$ cat src/rtl/rmi_spi_cmd_decoder_pkg.sv
// Shared types and command-field constants for the SPI command decoder.
package rmi_spi_pkg;

  typedef enum logic [2:0] {
    ST_IDLE,
    ST_CMD,
    ST_ADDR,
    ST_WDATA,
    ST_RFETCH,
    ST_RLOAD,
    ST_RWAIT,
    ST_ERR
  } state_e;

  localparam int         CMD_RW_BIT    = 7;
  localparam logic [6:0] CMD_RSVD_MASK = 7'h7F;
  localparam logic       CMD_READ      = 1'b1;

  // A command byte is legal only when all reserved bits are zero.
  function automatic logic cmd_rsvd_ok(input logic [7:0] cmd);
    return (cmd[6:0] & CMD_RSVD_MASK) == 7'h00;
  endfunction

endpackage

$ cat src/rtl/rmi_spi_cmd_decoder_if.sv
// Byte stream to/from the SPI PHY plus the single-cycle register bus.
// slave: the decoder side; master: the PHY / register-file side.
interface rmi_spi_cmd_decoder_if #(
  parameter int ADDR_W = 8
);
  logic              spi_rx_vld;
  logic [7:0]        spi_rx_data;
  logic              spi_tx_rdy;
  logic              spi_tx_en;
  logic [7:0]        spi_tx_data;
  logic [ADDR_W-1:0] reg_addr;
  logic [7:0]        reg_wdata;
  logic              reg_we;
  logic              reg_re;
  logic [7:0]        reg_rdata;

  modport slave (
    input  spi_rx_vld, spi_rx_data, spi_tx_rdy, reg_rdata,
    output spi_tx_en, spi_tx_data, reg_addr, reg_wdata, reg_we, reg_re
  );

  modport master (
    output spi_rx_vld, spi_rx_data, spi_tx_rdy, reg_rdata,
    input  spi_tx_en, spi_tx_data, reg_addr, reg_wdata, reg_we, reg_re
  );
endinterface

$ cat src/rtl/rmi_spi_cmd_decoder_sync.sv
// Two-flop synchronizer with a configurable reset value, for async inputs.
module rmi_sync_2ff #(
  parameter int               WIDTH   = 1,
  parameter logic [WIDTH-1:0] RST_VAL = '0
) (
  input  logic             clk_i,
  input  logic             rst_i,
  input  logic [WIDTH-1:0] d_i,
  output logic [WIDTH-1:0] q_o
);
  logic [WIDTH-1:0] meta_q;
  logic [WIDTH-1:0] sync_q;

  // Two back-to-back flops to resolve metastability.
  always_ff @(posedge clk_i) begin
    if (rst_i) begin
      meta_q <= RST_VAL;
      sync_q <= RST_VAL;
    end else begin
      meta_q <= d_i;
      sync_q <= meta_q;
    end
  end

  assign q_o = sync_q;
endmodule

$ cat src/rtl/rmi_spi_cmd_decoder.sv
// SPI transaction layer: decodes cmd/addr/data frames into register-bus
// reads and writes and returns read data through the PHY TX handshake.
// Build option: define RMI_SPI_ADDR_AUTOINC_EN for burst address increment;
// without it the address stays at the start address for the whole frame.
module rmi_spi_cmd_decoder
  import rmi_spi_pkg::*;
#(
  parameter int ADDR_W = 8,
  parameter int RD_LAT = 1
) (
  input  logic                   spi_clk,
  input  logic                   spi_rst,
  input  logic                   i_csn,
  rmi_spi_cmd_decoder_if.slave   bus,
  output logic                   busy,
  output logic                   proto_err
);
  logic csn_s;
  logic rx;
  logic frame_start;
  logic tx_en;

  logic [1:0]        settle_q;
  logic              csn_prev_q;
  state_e            state_q, state_d;
  logic              rw_q, rw_d;
  logic [ADDR_W-1:0] addr_q, addr_d;
  logic [7:0]        wdata_q, wdata_d;
  logic [7:0]        hold_q, hold_d;
  logic [1:0]        lat_q, lat_d;
  logic              err_q, err_d;
  logic              we_q, we_d;
  logic              re_q, re_d;

  rmi_sync_2ff #(.WIDTH(1), .RST_VAL(1'b1)) u_csn_sync (
    .clk_i (spi_clk),
    .rst_i (spi_rst),
    .d_i   (i_csn),
    .q_o   (csn_s)
  );

  // Edge history starts only once the synchronizer holds post-reset samples,
  // so a frame already running across reset never looks like a new start.
  always_ff @(posedge spi_clk) begin
    if (spi_rst) begin
      settle_q   <= 2'd0;
      csn_prev_q <= 1'b0;
    end else if (settle_q != 2'd2) begin
      settle_q   <= settle_q + 2'd1;
    end else begin
      csn_prev_q <= csn_s;
    end
  end

  assign frame_start = csn_prev_q && !csn_s;
  assign rx          = bus.spi_rx_vld && !csn_s;
  assign tx_en       = (state_q == ST_RLOAD) && bus.spi_tx_rdy && !csn_s;

  // State and datapath registers.
  always_ff @(posedge spi_clk) begin
    if (spi_rst) begin
      state_q <= ST_IDLE;
      rw_q    <= 1'b0;
      addr_q  <= '0;
      wdata_q <= 8'h00;
      hold_q  <= 8'h00;
      lat_q   <= 2'd0;
      err_q   <= 1'b0;
      we_q    <= 1'b0;
      re_q    <= 1'b0;
    end else begin
      state_q <= state_d;
      rw_q    <= rw_d;
      addr_q  <= addr_d;
      wdata_q <= wdata_d;
      hold_q  <= hold_d;
      lat_q   <= lat_d;
      err_q   <= err_d;
      we_q    <= we_d;
      re_q    <= re_d;
    end
  end

  // Next-state decode; strobes are registered so they land the cycle after
  // the triggering byte.
  always_comb begin
    state_d = state_q;
    rw_d    = rw_q;
    addr_d  = addr_q;
    wdata_d = wdata_q;
    hold_d  = hold_q;
    lat_d   = lat_q;
    err_d   = err_q;
    we_d    = 1'b0;
    re_d    = 1'b0;
`ifdef RMI_SPI_ADDR_AUTOINC_EN
    if (we_q) addr_d = addr_q + ADDR_W'(1);
`endif
    case (state_q)
      ST_IDLE: begin
        if (frame_start) begin
          state_d = ST_CMD;
          err_d   = 1'b0;
        end
      end
      ST_CMD: begin
        if (rx) begin
          rw_d = bus.spi_rx_data[CMD_RW_BIT];
          if (!cmd_rsvd_ok(bus.spi_rx_data)) begin
            err_d   = 1'b1;
            state_d = ST_ERR;
          end else begin
            state_d = ST_ADDR;
          end
        end
      end
      ST_ADDR: begin
        if (rx) begin
          addr_d = ADDR_W'(bus.spi_rx_data);
          if (rw_q == CMD_READ) begin
            state_d = ST_RFETCH;
            re_d    = 1'b1;
            lat_d   = 2'd0;
          end else begin
            state_d = ST_WDATA;
          end
        end
      end
      ST_WDATA: begin
        if (rx) begin
          wdata_d = bus.spi_rx_data;
          we_d    = 1'b1;
        end
      end
      ST_RFETCH: begin
        if (rx) err_d = 1'b1;
        if (lat_q == 2'(RD_LAT)) begin
          hold_d  = bus.reg_rdata;
          state_d = ST_RLOAD;
        end else begin
          lat_d = lat_q + 2'd1;
        end
      end
      ST_RLOAD: begin
        if (rx) err_d = 1'b1;
        if (bus.spi_tx_rdy) state_d = ST_RWAIT;
      end
      ST_RWAIT: begin
        if (rx) begin
`ifdef RMI_SPI_ADDR_AUTOINC_EN
          addr_d = addr_q + ADDR_W'(1);
`endif
          state_d = ST_RFETCH;
          re_d    = 1'b1;
          lat_d   = 2'd0;
        end
      end
      default: ;
    endcase
    // Chip-select release wins over everything and suppresses new strobes.
    if (state_q != ST_IDLE && csn_s) begin
      state_d = ST_IDLE;
      we_d    = 1'b0;
      re_d    = 1'b0;
    end
  end

  assign bus.spi_tx_en   = tx_en;
  assign bus.spi_tx_data = tx_en ? hold_q : 8'h00;
  assign bus.reg_addr    = addr_q;
  assign bus.reg_wdata   = wdata_q;
  assign bus.reg_we      = we_q;
  assign bus.reg_re      = re_q;
  assign busy            = (state_q != ST_IDLE);
  assign proto_err       = err_q;
endmodule

$ cat src/flat_wrapper.sv
// flat-port wrapper written by rule: the top's interface ports become plain ports
module rmi_spi_cmd_decoder_flat import rmi_spi_pkg::*;
#(
  parameter int ADDR_W = 8,
  parameter int RD_LAT = 1
)
  (spi_clk, spi_rst, i_csn, busy, proto_err, bus_spi_rx_vld, bus_spi_rx_data, bus_spi_tx_rdy, bus_reg_rdata, bus_spi_tx_en, bus_spi_tx_data, bus_reg_addr, bus_reg_wdata, bus_reg_we, bus_reg_re);
  rmi_spi_cmd_decoder_if #(.ADDR_W(ADDR_W)) bus_i ();
  input  logic spi_clk;
  input  logic spi_rst;
  input  logic i_csn;
  output logic busy;
  output logic proto_err;
  input wire logic [$bits(bus_i.spi_rx_vld)-1:0] bus_spi_rx_vld;
  input wire logic [$bits(bus_i.spi_rx_data)-1:0] bus_spi_rx_data;
  input wire logic [$bits(bus_i.spi_tx_rdy)-1:0] bus_spi_tx_rdy;
  input wire logic [$bits(bus_i.reg_rdata)-1:0] bus_reg_rdata;
  output wire logic [$bits(bus_i.spi_tx_en)-1:0] bus_spi_tx_en;
  output wire logic [$bits(bus_i.spi_tx_data)-1:0] bus_spi_tx_data;
  output wire logic [$bits(bus_i.reg_addr)-1:0] bus_reg_addr;
  output wire logic [$bits(bus_i.reg_wdata)-1:0] bus_reg_wdata;
  output wire logic [$bits(bus_i.reg_we)-1:0] bus_reg_we;
  output wire logic [$bits(bus_i.reg_re)-1:0] bus_reg_re;
  assign bus_i.spi_rx_vld = bus_spi_rx_vld;
  assign bus_i.spi_rx_data = bus_spi_rx_data;
  assign bus_i.spi_tx_rdy = bus_spi_tx_rdy;
  assign bus_i.reg_rdata = bus_reg_rdata;
  assign bus_spi_tx_en = bus_i.spi_tx_en;
  assign bus_spi_tx_data = bus_i.spi_tx_data;
  assign bus_reg_addr = bus_i.reg_addr;
  assign bus_reg_wdata = bus_i.reg_wdata;
  assign bus_reg_we = bus_i.reg_we;
  assign bus_reg_re = bus_i.reg_re;
  rmi_spi_cmd_decoder #(.ADDR_W(ADDR_W), .RD_LAT(RD_LAT)) u_core (.spi_clk(spi_clk), .spi_rst(spi_rst), .i_csn(i_csn), .bus(bus_i), .busy(busy), .proto_err(proto_err));
endmodule
$ cat config.mk
export PLATFORM = sky130hd
export DESIGN_NAME = rmi_spi_cmd_decoder_flat
export DESIGN_NICKNAME = d
export VERILOG_FILES = /design/src/rtl/rmi_spi_cmd_decoder_pkg.sv /design/src/rtl/rmi_spi_cmd_decoder_if.sv /design/src/rtl/rmi_spi_cmd_decoder_sync.sv /design/src/rtl/rmi_spi_cmd_decoder.sv /design/src/flat_wrapper.sv
export SDC_FILE = /design/constraint.sdc
export NUM_CORES = 1
export LEC_CHECK = 0
export BUFFER_PORTS_ARGS = -buffer_cell sky130_fd_sc_hd__buf_4
export CAP_MARGIN = 10
export CORE_ASPECT_RATIO = 0.5
export CORE_MARGIN = 5
export CORE_UTILIZATION = 35
export DETAILED_ROUTE_END_ITERATION = 16
export PLACE_DENSITY = 0.64
export SYNTH_ARGS = -nofsm -noshare
export SYNTH_HDL_FRONTEND = slang
export SYNTH_HIERARCHICAL = 1
export SYNTH_SLANG_ARGS = --single-unit
export TNS_END_PERCENT = 1
$ cat constraint.sdc
create_clock -name spi_clk -period 1.2 [get_ports spi_clk]
set_input_delay 0.12 -clock spi_clk [delete_from_list [all_inputs] [get_ports spi_clk]]
set_output_delay 0.12 -clock spi_clk [all_outputs]
set_load 0.01 [all_outputs]
# Word level (Yosys, flattened, before mapping)
# Cells that the tools add are included.
totals:
  inputBits: 21
  output_inout_bits: 29
  elab_cells: 80
  reg_bits: 38
classes:
  eq_ne: 18
  n_mux: 24
  bitwise_logic: 1
  addsub: 2
  n_reduce_logical: 22
op_table:
  columns: ["op", "count"]
  rows:
  - ["$mux W3", 8]
  - ["$pmux W3 S6", 1]
  - ["$ne A2 B1 Y1 const B", 7]
  - ["$reduce_and A5 Y1", 2]
  - ["$eq A3 B3 Y1 const B", 3]
  - ["$reduce_bool A3 Y1", 3]
  - ["$mux W2", 4]
  - ["$mux W8", 1]
  - ["$ne A2 B2 Y1 const B", 4]
  - ["$reduce_and A2 Y1", 4]
  - ["$logic_not A7 Y1", 1]
  - ["$mux W1", 7]
  - ["$reduce_and A7 Y1", 1]
  - ["$eq A3 B2 Y1 const B", 2]
  - ["$pmux W2 S3", 1]
  - ["$reduce_bool A6 Y1", 1]
  - ["$logic_and A1 B1 Y1", 5]
  - ["$add A2 B1 Y2 const B", 2]
  - ["$reduce_or A2 Y1", 2]
  - ["$eq A3 B1 Y1 const B", 1]
  - ["$logic_not A3 Y1", 1]
  - ["$pmux W1 S3", 1]
  - ["$reduce_or A3 Y1", 1]
  - ["$eq A2 B1 Y1 const B", 1]
  - ["3 further kinds", 3]

# Longest topological paths before layout
# Gate-level depths: netlist of run 1.
depth:
  ltp_word: 4
  depth_mapped: 6
  depth_no_buf: 6

# Modules after synthesis
# The synthesis of run 1 kept the hierarchy.
modules_own_cells:
  columns: ["mod", "seq_area_each_um2", "cells_each", "area_each_um2", "instances"]
  rows:
  - ["rmi_spi_cmd_decoder", 720.7, 180, 1594.0, 1]
  - ["rmi_sync_2ff", 40.0, 4, 52.6, 1]

# Worst setup path after synthesis of run 1
# OpenSTA, ideal clock, no wires.
synth_path:
  kind: "register to register"
  from: "register u_core.state_q[0]"
  to: "register u_core.wdata_q[0] (netlist: u_core/bus.reg_wdata[0])"
  setup_time_ps: 128
  required_ps: 1072
  slack_ps: -79
  arrival_time_ps: 1151
  path_stages_with_launch: 7
  n_path_buf: 2
  path_cell_list: "dfxtp_1 -> buf_4 -> nand2_1 -> nor3_2 -> buf_4 -> mux2i_1 -> nor2_1"
synth_between:
  elab_chain_cells: 2
synth_rtl:
  columns: ["element", "line", "rtl"]
  rows:
  - ["from (decl)", "rmi_spi_cmd_decoder.sv:25", "state_e state_q, state_d;"]
  - ["from (signal assigned)", "rmi_spi_cmd_decoder.sv:72", "state_q <= state_d;"]
  - ["$eq A3 B2 Y1", "rmi_spi_cmd_decoder.sv:99", "case (state_q)"]
  - ["$reduce_and A2 Y1 (no line)", null, null]
  - ["to (signal assigned)", "rmi_spi_cmd_decoder.sv:75", "wdata_q <= wdata_d;"]
  - ["to (decl)", "rmi_spi_cmd_decoder.sv:28", "logic [7:0] wdata_q, wdata_d;"]
# No other way between the ends.
# A chain may end at the register's enable or synchronous reset.

# Worst setup path after layout of run 1
layout_path:
  from: "register u_core.state_q[2]"
  to: "output port bus_spi_tx_data[5]"
layout_between:
  elab_chain_cells: 4
layout_rtl:
  columns: ["element", "line", "rtl"]
  rows:
  - ["$eq A3 B3 Y1", "rmi_spi_cmd_decoder.sv:57", "assign tx_en = (state_q == ST_RLOAD) && bus.spi_tx_rdy && !csn_s;"]
  - ["$logic_and A1 B1 Y1 (2 in series)", "rmi_spi_cmd_decoder.sv:57", null]
  - ["$mux W8", "rmi_spi_cmd_decoder.sv:169", "assign bus.spi_tx_data = tx_en ? hold_q : 8'h00;"]
  - ["to (decl)", "flat_wrapper.sv:19", "output wire logic [$bits(bus_i.spi_tx_data)-1:0] bus_spi_tx_data;"]
# No other way between the ends.

==> summary.txt, run 1 <==
WS Path Type: flop to output pin
die span in x: 107 um
# diodes: 0
CP Max Fanout: 6
Worst-path clk slew: 70 ps
Final ANT Viol Nets: 0
Tmin final: 1500 ps
crit-path most repeated cell: buf_6
Final Max Slew Viols: 0
Hold Buf Count CTS: 0
number of synthesized flops with an enable pin: 0
initial antenna violation count: 0
clk buf depth: 2
critical-path cell list: buf_6 -> nand2_4 -> nor3_4 -> buf_6 -> and2_4 -> buf_6
chip height: 58.5 um
largest net degree at the start of global routing: 24
fin nets: 295
period utilisation layout: 125%
ys flop type: dfxtp_1
library cells used by synthesis: 34
number of top-level pins: 50
Syn-to-layout area delta: 58.1%
Avg Vias per Cell: 4.85
CTS Sinks: 38
Mean Syn Cell Area: 8.95 sq um
post-synthesis cell count: 184
failing checks: negative setup slack
Peak supply drop: 0.590 mV
GRT Util Overall: 14.9%
Worst path slowest cell: dfxtp_2
GPL Wtd Cong: 0.810
Hold WC Path Type: input port to flop
core box area: 4470 sq um
layout cells sized above 1: 47.4%
CTS tree: done
synth warn: 6
min setup slack post-route: -296 ps
synthesized flop and latch total: 38
CP Capture Type: output pin
fmax: 668 MHz
Fin. Hold Viols: 0
arrival time worst endpoint: 1380 ps
Avg WL per Cell: 14.0 um
final-report setup violation count: 38
Initial Util: 36.9%
startpoint types: flop
drt pass-1 iters: 4
1st-iter DRT viols: 71
Num CTS Buffers: 5
CTS root buffer: clkbuf_8
PwrDens: 1130 nW/um^2
Worst path top cell family by delay: simple AND/OR/NAND/NOR gates
IO Port Bufs: 49
Pleak: 1.11 nW
Rel. slew slack: 77.5%
first-pass GRT wire length: 7.40 mm
data required time of the worst path: 1080 ps
async set-or-reset flop fraction in the synthesized netlist: 0%
clk_lat worst skew: 290 ps
power consumption: 0.00295 W
max cap viols: 0
Mapped Area: 1650 sq um
Least-Margin Pin Slew: 335 ps
vias post-DR: 1596
vias in the first global route: 1628
drt total wl: 4.62 mm
htree depth: 2
CP max stage delay: 340 ps
Layout Utilization: 58.3%
Layout Skew: 5.42 ps
sequential area share after synthesis: 46.2%
HPWL Detailed: 3.21 mm
Die ar.: 6260 sq um
RSZ-0062 raised after global routing: yes
Post-Syn Nets: 207
Post-route DRC: 0
Rows: 17
status: finished with violations
GRT overflow: 0
crit path buf inv count: 3
# fillers: 395
synthesized netlist by cell type (3+ instances only):
cell	n	share of area [%]
dfxtp_1	38	46
nor2_1	26	5.9
mux2i_1	19	12
a21oi_1	17	5.2
nand2_1	14	3.2
nand3_1	10	3.0
and2_1	8	3.0
buf_2	4	1.2
clkbuf_1	4	0.91
nand2b_1	4	1.5
buf_4	3	1.4
inv_1	3	0.68
nor2b_1	3	1.1
nor3_1	3	0.91
o21ai_0	3	0.91
where the power goes:
group / total [W] / switching (W) / internal (W)
sequential: 0.00140 / 0.0000606 / 0.00134
clock: 0.000827 / 0.000437 / 0.000390
combinational: 0.000715 / 0.000321 / 0.000394
total: 0.00295 / 0.000819 / 0.00213
routing by layer:
metal	routed length (um)	part of all wire [%]	GRT usage (%)	up-vias
li1	-	-	-	806
met1	2170	47	18.9	756
met2	2260	49	25.7	29
met3	137	3.0	3.40	5
met4	48	1.0	4.37	0
met5	0	0	0	-
area by class of cell:
cell class                      count  area (sq um)  share of cell area (%)
Multi-Input combinational cell    132           921                    35.4
Sequential cell                    38           772                    29.7
Timing Repair Buffer               92           748                    28.7
Tap cell                           57          71.3                    2.74
Clock buffer                        5          68.8                    2.64
Inverter                            3          11.3                   0.433
Clock inverter                      2          10.0                   0.385
what timing repair did:
| item | 4_1_cts | 5_1_grt |
|---|---|---|
| endpoints found under the setup margin | 42 | 42 |
| gates resized for setup | 33 | 11 |
| pin swaps | 9 | 6 |
| setup buffers | 7 | 4 |
state kept, by name, indices dropped and copies added (netlist names):
name	count
u_core/bus.reg_we	1
u_core/proto_err	1
u_core/u_csn_sync/meta_q	1
u_core/csn_prev_q	1
u_core/rw_q	1
u_core/settle_q	2
u_core/bus.reg_addr	8
u_core/lat_q	2
u_core/bus.reg_re	1
u_core/u_csn_sync/q_o	1
u_core/bus.reg_wdata	8
u_core/state_q	3
u_core/hold_q	8
worst paths after layout:
check                           cells after the start                     start                       end  slack, ps
worst max-delay path                                6         u_core/state_q[2]        bus_spi_tx_data[5]       -300
worst min register to register                      1  u_core/u_csn_sync/meta_q     u_core/u_csn_sync/q_o        440
worst min-delay path                                2                     i_csn  u_core/u_csn_sync/meta_q         20
worst max register to register                      6         u_core/state_q[2]          u_core/proto_err       -250
through the flow:
step	setup TNS [ps]	instances	setup WS, ps	hold WS (ps)	area (sq um)
2_1_floorplan	-1070	184	-61.7	217	1650
3_3_place_gp	-4640	311	-195	306	2290
3_5_place_dp	-5360	311	-253	308	2290
4_1_cts	-5170	325	-288	9.32	2520
5_1_grt	-8820	329	-353	25.8	2600
6_report	-6540	329	-296	15.3	2600
layout by cell type, fill, tap and decap left out, drive strengths merged:
cell and n:
a21bo 1, a21o 2, a21oi 17, a221o 1, a311oi 2, a31oi 2
and2 8, and3b 1, and4bb 1, buf 92, clkbuf 5, clkinv 2
dfxtp 38, ha 2, inv 3, mux2 1, mux2i 19, nand2 14
nand2b 4, nand3 10, nand4b 1, nor2 26, nor2b 3, nor3 5
nor3b 1, nor4 1, nor4bb 1, o21ai 4, or2 3, or3 1
xor2 1
logic make-up (layout without fill, tap and decap cells):
logic type               Yosys count  after routing  share of synthesized area, %
multiplexers                      20             20                          12.2
XOR/XNOR                           1              1                         0.532
flip-flops                        38             38                          46.2
buffers and inverters             14            102                          4.18
AO/OA/AOI/OAI                     29             29                          10.6
AND/OR/NAND/NOR                   80             80                          24.8
adder cells (fa/ha/maj)            2              2                          1.52
worst reg2reg max path, cell delays in order (launching register included):
cell	delay (ps)
dfxtp_2	330
buf_6	130
buf_4	130
buf_6	130
nand4b_1	180
nand3_1	110
mux2_2	330
Note: power is estimated with default switching activity, not from simulation.
==> run 2, diff against run 1 <==
BUFFER_PORTS_ARGS = -buffer_cell sky130_fd_sc_hd__buf_2   (was -buffer_cell sky130_fd_sc_hd__buf_4)
GPL_TIMING_DRIVEN = 0   (was unset)
PLACE_DENSITY = 0.6   (was 0.64)
==> summary.txt, run 2 (synthesized netlist as in run 1, its figures left out) <==
failing checks: negative setup slack
GRT overflow: 0 (unchanged)
CP Capture Type: output pin
min setup slack post-route: -331 ps (-34.4 ps)
Sw Share: 27.2% (-0.59 points)
htree depth: 2 (unchanged)
drt pass-1 iters: 4 (unchanged)
HPWL Detailed: 2.92 mm (-9.1%)
vias in the first global route: 1436 (-12%)
Avg WL per Cell: 14.1 um (+0.33%)
Peak supply drop: 0.514 mV (-13%)
Worst-path clk slew: 70 ps (about the same)
internal power: 0.00205 W (-3.4%)
multi-input logic area: 916 sq um (-0.54%)
first-pass GRT wire length: 6.78 mm (-8.5%)
status: finished with violations
fin nets: 268 (-9.2%)
Clock Power Share: 30.0% (+1.9 points)
CTS root buffer: clkbuf_8
arrival time worst endpoint: 1410 ps (+30 ps)
initial antenna violation count: 0 (unchanged)
CP Max Fanout: 5 (-1)
Die ar.: 6260 sq um (unchanged)
setup TNS: -6100 ps (+438 ps)
Hold Buf Count CTS: 0 (unchanged)
core box area: 4470 sq um (unchanged)
Pleak: 0.949 nW (-14%)
most frequent cells in the layout: buf_2 (43), dfxtp_1 (34), nor2_1 (25)
Hold WC Path Type: input port to flop
GRT Util Overall: 13.7% (-1.2 points)
fmax: 653 MHz (-2.2%)
Tmin final: 1530 ps (+34.4 ps)
layout cells sized above 1: 38.5% (-8.9 points)
commonest non-fill, non-tap cell in the layout: buf_2
clk buf depth: 2 (unchanged)
period utilisation layout: 128% (+2.9 points)
max cap viols: 0 (unchanged)
Layout Skew: 3.00 ps (-2.42 ps)
Final Max Slew Viols: 0 (unchanged)
Worst path slowest cell: dfxtp_4
Seq pwr share: 49.7% (+2.0 points)
crit path buf inv count: 2 (-1)
PwrDens: 1230 nW/um^2 (+8.9%)
power consumption: 0.00282 W (-4.2%)
IO Port Bufs: 49 (unchanged)
Fin. Hold Viols: 0 (unchanged)
GPL Wtd Cong: 0.776 (-4.2%)
chip height: 58.5 um (unchanged)
Rows: 17 (unchanged)
number of top-level pins: 50 (unchanged)
vias post-DR: 1500 (-6.0%)
Rel. slew slack: 63.6% (-14 points)
drt total wl: 4.24 mm (-8.2%)
startpoint types: flop
Least-Margin Pin Slew: 546 ps (+211 ps)
# fillers: 434 (+9.9%)
critical-path cell list: nand2b_4 -> nor3_4 -> buf_6 -> and2_4 -> buf_6
WS Path Type: flop to output pin
switching power total: 0.000767 W (-6.3%)
final-report setup violation count: 33 (-13%)
RSZ-0062 raised after global routing: yes
# diodes: 0 (unchanged)
Sequential Area: 771 sq um (-0.16%)
CTS tree: done
Initial Util: 36.9% (unchanged)
clk_lat worst skew: 280 ps (about the same)
Worst path top cell family by delay: simple AND/OR/NAND/NOR gates
Final ANT Viol Nets: 0 (unchanged)
Syn-to-layout area delta: 39.0%
data required time of the worst path: 1080 ps (about the same)
Post-route DRC: 0 (unchanged)
1st-iter DRT viols: 76 (+7.0%)
Layout Utilization: 51.2% (-7.0 points)
Avg Vias per Cell: 4.98 (+2.7%)
CP max stage delay: 360 ps (+20 ps)
largest net degree at the start of global routing: 11 (-54%)
crit-path most repeated cell: buf_6
CTS Sinks: 38 (unchanged)
die span in x: 107 um (unchanged)
Num CTS Buffers: 5 (unchanged)
combinational cell fraction of total power: 20.3% (-4.0 points)
[run 2: area by class of cell]
| class | instances | share of cell area (%) |
|---|---|---|
| Buffer | 11 | 4.43 |
| Inverter | 3 | 0.492 |
| Timing Repair Buffer | 54 | 14.7 |
| Multi-Input combinational cell | 132 | 40.0 |
| Clock buffer | 6 | 3.61 |
| Sequential cell | 38 | 33.7 |
| Tap cell | 57 | 3.12 |
[run 2: final timing paths]
path / start / cells after the start / to / slack [ps]
worst min register to register: u_core/u_csn_sync/meta_q / 1 / u_core/u_csn_sync/q_o / 410
worst max-delay path: u_core/state_q[1] / 5 / bus_spi_tx_data[0] / -330
worst min-delay path: i_csn / 2 / u_core/u_csn_sync/meta_q / 20
worst max register to register: u_core/state_q[2] / 4 / u_core/state_q[0] / -260
[run 2: what timing repair did]
item | CTS | global route
gates cloned | 1 | 0
endpoints found under the setup margin | 43 | 43
resized for setup | 24 | 27
pin swaps | 10 | 10
buffers inserted | 4 | 0
[run 2: per-layer routing]
layer | vias up | global-route usage, % | share of wire, %
li1 | 751 | - | -
met1 | 706 | 17.1 | 46
met2 | 39 | 23.1 | 48
met3 | 4 | 4.05 | 5.0
met4 | 0 | 4.19 | 0.54
met5 | - | 0 | 0
[run 2: per-stage QoR]
stage | hold slack, ps | setup WS (ps) | area (sq um) | cells
floorplan | 217 | -61.7 | 1650 | 184
global placement | 305 | -299 | 1970 | 290
detailed placement | 307 | -320 | 1970 | 290
CTS | 19.2 | -283 | 2170 | 301
global route | 32.3 | -391 | 2290 | 301
finish | 22.1 | -331 | 2290 | 301
[run 2: power groups by stage]
stage	combinational, W	clock (W)	sequential [W]
3_3_place_gp	0.000455	0	0.00142
2_1_floorplan	0.000334	0	0.00141
3_5_place_dp	0.000465	0	0.00142
5_1_grt	0.000654	0.000945	0.00141
4_1_cts	0.000535	0.000876	0.00140
6_report	0.000574	0.000847	0.00140
